`config.mk`:
```
export PLATFORM = sky130hd
export DESIGN_NAME = fb_write_scheduler
export DESIGN_NICKNAME = d
export VERILOG_FILES = /design/src/rtl/fb_write_scheduler.sv
export SDC_FILE = /design/constraint.sdc
export NUM_CORES = 1
export LEC_CHECK = 0
export CAP_MARGIN = 20
export CORE_ASPECT_RATIO = 1.4
export CORE_UTILIZATION = 45
export DETAILED_ROUTE_END_ITERATION = 12
export GPL_TIMING_DRIVEN = 0
export PLACE_DENSITY = 0.75
export SYNTH_ARGS = -nofsm -noshare
export SYNTH_HDL_FRONTEND = slang
export SYNTH_SLANG_ARGS = --single-unit
```
`constraint.sdc`:
```
create_clock -name clk -period 2.93 [get_ports clk]
set_clock_uncertainty 0.15 [all_clocks]
set_input_delay 0.293 -clock clk [delete_from_list [all_inputs] [get_ports clk]]
set_output_delay 0.293 -clock clk [all_outputs]
set_load 0.05 [all_outputs]
```
`src/rtl/fb_write_scheduler.sv`:
```
// Clears the colour and depth buffers at frame start, then applies depth-tested pixel writes.
// Accepts one request every 2 cycles: ACCEPT issues the depth read and TEST writes on a hit.
module fb_write_scheduler #(
  parameter int FB_WIDTH       = 160,
  parameter int FB_HEIGHT      = 120,
  parameter int FB_ADDRW       = 15,
  parameter int FB_DATAW       = 4,
  parameter int DB_DATAW       = 12,
  parameter int FB_CLEAR_VALUE = 0,
  parameter int DB_CLEAR_VALUE = 4095
) (
  input  logic                clk,
  input  logic                rst,
  input  logic                frame_start,
  output logic                raster_start,
  input  logic                raster_done,
  input  logic                rq_valid,
  output logic                rq_ready,
  input  logic [FB_ADDRW-1:0] rq_addr,
  input  logic [FB_DATAW-1:0] rq_colr,
  input  logic [DB_DATAW-1:0] rq_depth,
  output logic                fb_we,
  output logic [FB_ADDRW-1:0] fb_addr,
  output logic [FB_DATAW-1:0] fb_data,
  output logic                db_we,
  output logic [FB_ADDRW-1:0] db_addr,
  output logic [DB_DATAW-1:0] db_data,
  output logic [FB_ADDRW-1:0] db_addr_read,
  input  logic [DB_DATAW-1:0] db_data_read,
  output logic                busy,
  output logic                frame_done,
  output logic                overrun,
  output logic [15:0]         px_written
);
  localparam int NPIX = FB_WIDTH * FB_HEIGHT;
  localparam logic [FB_ADDRW-1:0] LAST_ADDR = FB_ADDRW'(NPIX - 1);
  localparam logic [FB_DATAW-1:0] FB_CLR    = FB_DATAW'(FB_CLEAR_VALUE);
  localparam logic [DB_DATAW-1:0] DB_CLR    = DB_DATAW'(DB_CLEAR_VALUE);

  typedef enum logic [2:0] {IDLE, CLEAR, ACCEPT, TEST, FINISH} state_t;

  state_t              state;
  logic [FB_ADDRW-1:0] wr_addr_q, rd_addr_q, lat_addr;
  logic [FB_DATAW-1:0] fb_data_q, lat_colr;
  logic [DB_DATAW-1:0] db_data_q, lat_depth;
  logic                we_q, done_pend, hit;

  // The TEST-cycle write bypasses the registers so the strobe lands one cycle after acceptance.
  assign hit          = (state == TEST) && (lat_addr <= LAST_ADDR) && (lat_depth < db_data_read);
  assign rq_ready     = (state == ACCEPT);
  assign db_addr_read = (state == ACCEPT) ? rq_addr : rd_addr_q;
  assign overrun      = frame_start && busy;
  assign fb_we        = we_q | hit;
  assign db_we        = we_q | hit;
  assign fb_addr      = hit ? lat_addr : wr_addr_q;
  assign db_addr      = hit ? lat_addr : wr_addr_q;
  assign fb_data      = hit ? lat_colr : fb_data_q;
  assign db_data      = hit ? lat_depth : db_data_q;

  always_ff @(posedge clk or posedge rst) begin
    if (rst) begin
      state        <= IDLE;
      wr_addr_q    <= '0;
      rd_addr_q    <= '0;
      lat_addr     <= '0;
      lat_colr     <= '0;
      lat_depth    <= '0;
      fb_data_q    <= '0;
      db_data_q    <= '0;
      we_q         <= 1'b0;
      done_pend    <= 1'b0;
      busy         <= 1'b0;
      raster_start <= 1'b0;
      frame_done   <= 1'b0;
      px_written   <= '0;
    end else begin
      raster_start <= 1'b0;
      frame_done   <= 1'b0;
      case (state)
        IDLE: begin
          if (frame_start) begin
            state      <= CLEAR;
            busy       <= 1'b1;
            we_q       <= 1'b1;
            wr_addr_q  <= '0;
            fb_data_q  <= FB_CLR;
            db_data_q  <= DB_CLR;
            px_written <= '0;
          end
        end
        CLEAR: begin
          // The write address register doubles as the clear counter.
          if (wr_addr_q == LAST_ADDR) begin
            state        <= ACCEPT;
            we_q         <= 1'b0;
            raster_start <= 1'b1;
          end else begin
            wr_addr_q <= wr_addr_q + 1'b1;
          end
        end
        ACCEPT: begin
          if (rq_valid) begin
            lat_addr  <= rq_addr;
            lat_colr  <= rq_colr;
            lat_depth <= rq_depth;
            rd_addr_q <= rq_addr;
            done_pend <= raster_done;
            state     <= TEST;
          end else if (raster_done) begin
            state      <= FINISH;
            frame_done <= 1'b1;
          end
        end
        TEST: begin
          if (hit) begin
            wr_addr_q <= lat_addr;
            fb_data_q <= lat_colr;
            db_data_q <= lat_depth;
            if (px_written != 16'hFFFF) px_written <= px_written + 1'b1;
          end
          if (done_pend || raster_done) begin
            state      <= FINISH;
            frame_done <= 1'b1;
          end else begin
            state <= ACCEPT;
          end
        end
        FINISH: begin
          state <= IDLE;
          busy  <= 1'b0;
        end
        default: state <= IDLE;
      endcase
    end
  end
endmodule
```
==> results of run 1 <==
power groups by stage:
stage / logic (mW) / clock network [mW] / registers [mW]
floorplan: 1.55 / 0 / 1.60
global placement: 2.20 / 0 / 1.62
detailed placement: 2.24 / 0 / 1.63
CTS: 2.62 / 1.23 / 1.67
global route: 2.95 / 1.28 / 1.76
finish: 2.82 / 1.23 / 1.73
stage by stage:
stage | utilization | hold slack (ns) | instances | TNS [ns] | setup WS (ns)
finish | 0.7647 | 0.2122 | 858 | -8.328 | -0.2667
global route | 0.7647 | 0.2769 | 858 | -14.85 | -0.3528
CTS | 0.7259 | 0.2377 | 847 | -3.332 | -0.1758
detailed placement | 0.6039 | 0.3103 | 804 | -71.78 | -1.422
global placement | 0.6012 | 0.3004 | 803 | -170.69 | -1.441
floorplan | - | 0.2883 | 531 | -0.08557 | -0.08557
synthesized netlist by cell type, drive strengths merged, types with 2 or more instances:
library cell and number:
a22oi 4, buf 30, o211ai 7, o31ai 6, and3 8, clkbuf 11, a22o 4, o2bb2ai 4
nor3b 3, a211oi 3, or3 4, and4 3, o21ai 25, nor2b 2, nand2b 2, a221o 6
or4 8, ha 13, nand3 16, dfrtp 86, and3b 2, xnor2 7, nor3 5, and2 4
o221ai 3, o21a 2, nand4 7, nor2 24, xor2 3, nand2 126, inv 18, mux2 48
a21oi 21, nor4b 3
worst max-delay path: cells and delay by family (launching register included):
family	cells	cell delay, ns
buffers and inverters	3	0.55
adder cells (fa/ha/maj)	1	0.30
multiplexers	1	0.41
AND/OR/NAND/NOR	3	0.47
flip-flops	1	0.43
AO/OA/AOI/OAI	1	0.24
worst min path at each step:
stage / cells after the start / slack [ns] / end / start
2_1_floorplan: 2 / 0.29 / we_q / we_q
3_3_place_gp: 2 / 0.30 / we_q / we_q
3_5_place_dp: 2 / 0.31 / we_q / we_q
4_1_cts: 2 / 0.24 / px_written[12] / rst
5_1_grt: 2 / 0.28 / px_written[12] / rst
6_report: 2 / 0.21 / db_data_q[0] / rst
area by class of cell:
type | instances | area (sq um)
clock inverter | 6 | 86.33
inverter | 18 | 70.07
multi-input combinational | 386 | 3167
fill | 667 | 2544
buffer | 40 | 446.7
sequential | 86 | 2155
clock buffer | 10 | 229.0
timing repair buffer | 171 | 1937
tap | 141 | 176.4
cell families (layout without fill, tap and decap cells):
logic type / after synthesis / in the layout / synth area share
fa+ha+maj: 13 / 13 / 0.03274
flops: 86 / 86 / 0.4331
compound gates: 94 / 94 / 0.1345
buf+inv: 59 / 245 / 0.06346
xor+xnor: 10 / 10 / 0.01763
simple gates: 221 / 221 / 0.2098
mux: 48 / 48 / 0.1088
layout by cell type (no fill, tap or decap), types with 7 or more instances in the layout:
cell type        instances
a21oi_1                 18
and3_1                   8
buf_12                   9
buf_4                   32
buf_6                   26
buf_8                   42
clkbuf_1                 7
clkbuf_16               14
clkbuf_2                 7
clkdlybuf4s50_1         63
dfrtp_1                 84
dlygate4sd2_1            7
ha_1                     8
inv_1                   14
mux2_2                  48
nand2_1                 45
nand2_2                 18
nand2_4                 60
nand3_1                 15
nand4_1                  7
nor2_1                  24
o21ai_0                 21
or4_1                    8
xnor2_1                  7
routing by layer:
metal | GRT usage | up-vias | wire, um
li1 | - | 2216 | -
met2 | 0.4898 | 273 | 8925
met5 | 0 | - | 0
met3 | 0.05516 | 72 | 1109
met1 | 0.3380 | 2485 | 6309
met4 | 0.1699 | 0 | 913
state kept, by name (all words and copies together) (netlist names):
register      flops
busy              1
db_data_q        12
done_pend         1
fb_data_q         4
frame_done        1
lat_addr         15
lat_colr          4
lat_depth        12
px_written       16
raster_start      1
state             3
we_q              1
wr_addr_q        15
what timing repair did:
action	CTS	global route
hold endpoints to repair	0	0
pin swaps	44	24
setup endpoints to repair	73	75
buffers inserted	22	13
resized for setup	525	108
gates cloned	6	0
==> results.yml, run 1 <==
timing:
  final_hold_viol_count: 0
  tightest_slew_ns: 0.9951
  timing.final.max_slew_violations: 0
  max_slew_margin: 0.3351
  finalCritPeriodShare: 1.091
  final_period_minus_worst_setup_slack_ns: 3.197
  setup_viol_count_final: 50
  clock.fmax_ghz: 0.3128
  worst_slack_ns: -0.2667
  rsz_0062_raised_after_global_routing: "true"
place:
  routabilityCongestion: 0.8580
  placed_cell_area_sq_mm: 0.006529
  dpl.hpwl_mm: 9.919
  portBuffers: 131
clocking:
  cts-htree-levels: 3
  hold_fix_buffer_count_after_cts: 0
  clk_transition_reported_paths_ns: 0.07
  cts.sinks: 86
  cts_tree: "done"
  root_driver: "clkbuf_16"
  cts_made_buffers: 9
  cts_max_path_buffers: 2
  worst_skew_pair.late_latency_ns: 0.35
critical_path:
  critPathArrivalTime_ns: 2.75
  worstReg2RegEnd: "db_data_q[5]"
  crit_path_top_delay_cell: "dfrtp_1"
  required_ns: 2.49
  r2r-start: "lat_depth[10]"
  crit_path_start_kind: "register"
  cp_slowest_stage_delay_ns: 0.43
  worst-r2r-setup-slack_ns: -0.03
  worstSetupEndpoint: "fb_addr[9]"
  reg2reg_depth: 12
  worst-setup-path-type: "reg2out"
  timing.critical_path.fanout_max: 3
  worstSetupEndpointType: "output port"
  setup.worst_path.start: "lat_depth[10]"
  crit_path_frequent_cell: "buf_4"
  worstPathCellList: "ha_4 > nand4_1 > nor3_2 > o211ai_1 > buf_4 > nand2_4 > mux2_2 > buf_4 > buf_4"
layout:
  diodes: 0
  postLayoutCellArea_sq_mm: 0.008267
  layout.nets: 773
  area_delta_synth_final_pct: 66.38
  drive_above_1_share: 0.4170
global_route:
  antenna_found_initial: 0
  grt.total_usage: 0.2881
  wire_length_of_the_first_global_routing_pass_mm: 25.90
  largest_net_degree_at_the_start_of_global_routing: 45
  number_of_global_route_vias_before_repair: 5140
  grt-ovfl-total: 0
logic_synthesis:
  synth_seq_area_share: 0.4331
  async_sr_flop_fraction: 1.000
  postSynth.topFlopCell: "dfrtp_1"
  synth_cell_types: 54
  syn-num-nets: 592
  area_share_of_the_largest_cell_type_after_synthesis: 0.4331
  synthDominantAreaCellType: "dfrtp_1"
  number_of_enable_type_register_cells_in_the_synthesized_netlist: 0
  ys_ff_latch: 86
  synth-warning-count: 0
  syn_inst: 531
  syn-mean-instance-area_sq_um: 9.357
  area_contributors_post_synth: "dfrtp_1 (43%), mux2_2 (11%), nand2_1 (9.5%)"
  synthesis.area_sq_mm: 0.004969
detailed_routing:
  via_count: 5046
  drt-initial-drc-count: 322
  drt-vias-per-instance: 5.881
  number_of_detailed_routing_iterations_run_before_antenna_repair: 5
  postRouteAntennaNets: 0
  wire_per_inst_um: 20.11
  drc: 0
  wirelength_mm: 17.26
die:
  core_region_area_sq_mm: 0.01081
  io_pins: 132
  placement_rows: 45
  initial_core_utilization: 0.4596
  chipHeight_um: 126.3
  chipWidth_um: 90.81
  fp.dieArea_sq_mm: 0.01147
power:
  power.static_leakage_nw: 3.904
  pwr-share-seq: 0.300
  internal_power_mw: 3.375
  netSwitchingFraction: 0.4171
  vdd.ir_drop.worst_mv: 0.6757
  power_frac_comb: 0.487
  net-switching-power_mw: 2.415
  finalPower_mw: 5.790
  power_per_cell_area_mw_per_mm2: 700.4
  power.clock.fraction: 0.213
flow_run:
  drv.max_cap_violation_count: 0
min_path:
  hp-class: "in2async"
status:
  run_status: "finished with violations"
  violations: "setup timing"
Note: power is estimated with default switching activity, not from simulation.
==> run 2: changes to the inputs <==
Settings changed: ABC_AREA set to 1, PLACE_DENSITY 0.75 to 0.74.
Clock period 2.93 ns to 3.69 ns, I/O delays scaled along.
==> run 2 against run 1 <==
  * The run now ends clean
  * Non-clock buffer count is 35 lower
  * Combinational power is 49% higher
  * Worst setup slack better by 0.42 ns
  * Critical path type is now in2out
  * Total power is 17% higher
  * Wire length is 7.9% lower
  * Hold slack worse by 0.012 ns
  * Highest routed layer unchanged
  * Clock power is 19% lower
  * Critical endpoint is now fb_data[3]
==> results.yml, run 2 <==
detailed_routing:
  postRouteAntennaNets: 0
  drt-vias-per-instance: 5.315
  drt-initial-drc-count: 294
  drc: 0
  number_of_detailed_routing_iterations_run_before_antenna_repair: 8
  wirelength_mm: 15.89
  via_count: 5459
  wire_per_inst_um: 15.47
flow_run:
  drv.max_cap_violation_count: 0
layout:
  area_delta_synth_final_pct: 32.17
  multi_input_area_sq_mm: 0.002522
  postLayoutCellArea_sq_mm: 0.007078
  layout_commonest_cell: "nand2_1"
  diodes: 0
  reg.largest.list: "px_written: 16 flops, lat_addr: 15 flops, wr_addr_q: 15 flops"
  drive_above_1_share: 0.1178
  layout.nets: 939
  num-fill-cells: 1064
  commonest_cells_after_routing_fill_and_taps_aside: "nand2_1 (153), inv_1 (103), dfrtp_1 (86)"
  sequential_cell_area_sq_mm: 0.002152
  utilization: 0.6180
  largest_reg_flops: 16
  largest-register: "px_written"
timing:
  finalCritPeriodShare: 0.9582
  clock.fmax_ghz: 0.2828
  timing.final.max_slew_violations: 0
  final_hold_viol_count: 0
  worst_slack_ns: 0.1543
  rsz_0062_raised_after_global_routing: "false"
  max_slew_margin: 0.5832
  tightest_slew_ns: 0.6253
  final_period_minus_worst_setup_slack_ns: 3.536
  setup_viol_count_final: 0
die:
  placement_rows: 46
  fp.dieArea_sq_mm: 0.01235
  chipHeight_um: 131.1
  io_pins: 132
  initial_core_utilization: 0.4676
  core_region_area_sq_mm: 0.01145
  chipWidth_um: 94.20
logic_synthesis:
  syn-num-nets: 796
  ys_ff_latch: 86
  synthesis.area_sq_mm: 0.005355
  syn-mean-instance-area_sq_um: 7.286
  post-synth-top-count-cell: "nand2_1"
  synth_cell_types: 36
  area_contributors_post_synth: "dfrtp_1 (40%), nand2_1 (11%), inv_1 (7.3%)"
  area_share_of_the_largest_cell_type_after_synthesis: 0.4019
  postSynth.topFlopCell: "dfrtp_1"
  number_of_enable_type_register_cells_in_the_synthesized_netlist: 0
  syn_inst: 735
  synth_seq_area_share: 0.4019
  async_sr_flop_fraction: 1.000
  synthDominantAreaCellType: "dfrtp_1"
  ys_top_cells_by_count: "nand2_1 (153), inv_1 (104), dfrtp_1 (86)"
  synth-warning-count: 0
clocking:
  cts_tree: "done"
  clk_transition_reported_paths_ns: 0.07
  cts_max_path_buffers: 2
  hold_fix_buffer_count_after_cts: 0
  cts.sinks: 86
  worst_skew_pair.late_latency_ns: 0.35
  post_cts_resize_count: 89
  cts-htree-levels: 3
  cts_made_buffers: 9
  root_driver: "clkbuf_16"
  cts.repair_timing.setup_buffer_count: 0
global_route:
  largest_net_degree_at_the_start_of_global_routing: 64
  antenna_found_initial: 0
  wire_length_of_the_first_global_routing_pass_mm: 26.40
  grt-ovfl-total: 0
  number_of_global_route_vias_before_repair: 5529
  grt.total_usage: 0.2751
place:
  routabilityCongestion: 0.9254
  portBuffers: 131
  placed_cell_area_sq_mm: 0.006877
  dpl.hpwl_mm: 12.02
  post-place-ws_ns: -0.4698
critical_path:
  worst-setup-path-type: "in2out"
  required_ns: 3.17
  reg2reg_depth: 12
  worstReg2RegEnd: "wr_addr_q[13]"
  r2r-start: "lat_depth[11]"
  worstSetupEndpointType: "output port"
  critPathArrivalTime_ns: 3.02
  worst-r2r-setup-slack_ns: 1.27
  timing.critical_path.fanout_max: 10
  crit_path_start_kind: "input port"
power:
  power_per_cell_area_mw_per_mm2: 956.0
  power.static_leakage_nw: 3.526
  vdd.ir_drop.worst_mv: 0.6265
min_path:
  hp-class: "in2async"
status:
  run_status: "finished clean"
## run 2: how the worst max path moves through the flow
stage	from	to	cells after the start
6_report	db_data_read[11]	fb_data[3]	14
5_1_grt	db_data_read[11]	fb_data[3]	14
4_1_cts	db_data_read[11]	fb_addr[1]	15
3_5_place_dp	db_data_read[11]	fb_addr[13]	14
3_3_place_gp	rst	wr_addr_q[7]	2
2_1_floorplan	state[2]	db_addr_read[0]	6
## run 2: power by group
part           switching, mW  internal [mW]  total, mW
Sequential             0.282           1.28       1.57
Combinational           2.97           1.23       4.20
Clock                  0.382          0.613      0.995
## run 2: layer usage
metal / GRT usage / wire length [um]
met1: 0.3115 / 6191
met2: 0.4983 / 8361
met3: 0.04383 / 741
met4: 0.1348 / 598
met5: 0 / 0
## run 2: layout make-up
class                           instances  share of cell area
Timing Repair Buffer                  132              0.1706
Clock buffer                           11             0.03429
Tap cell                              144             0.02546
Inverter                              109             0.05816
Buffer                                 44             0.03942
Multi-Input combinational cell        496              0.3564
Sequential cell                        86              0.3040
Clock inverter                          5             0.01167
## run 2: stage by stage
step	std cells	total power [mW]	hold WS, ns	TNS (ns)
after global placement	1010	5.879	0.3349	-53.75
final	1027	6.767	0.2002	0
after CTS	1027	6.838	0.2087	0
after detailed placement	1011	5.986	0.3431	-11.84
after global routing	1027	7.180	0.2575	0
after floorplan	735	4.585	0.3152	-0.05410
## run 2: kinds of logic after synthesis
family	Yosys count	synth area share
DFF	86	0.4019
muxes	4	0.008411
and+or+nand+nor	339	0.2764
adders and majority gates	13	0.03037
buffers and inverters	153	0.1276
AOI/OAI and AO/OA	128	0.1357
xor gates and xnor gates	12	0.01963
## run 2: worst max-delay path: stages
cell,delay [ns]
clkdlybuf4s50_1,0.49
inv_1,0.05
ha_1,0.30
nand2_1,0.09
nor2_2,0.18
nand2_1,0.07
nor2_1,0.13
nand2_2,0.14
nand3_2,0.15
buf_6,0.17
buf_6,0.16
o21ai_1,0.08
inv_1,0.08
dlygate4sd2_1,0.52
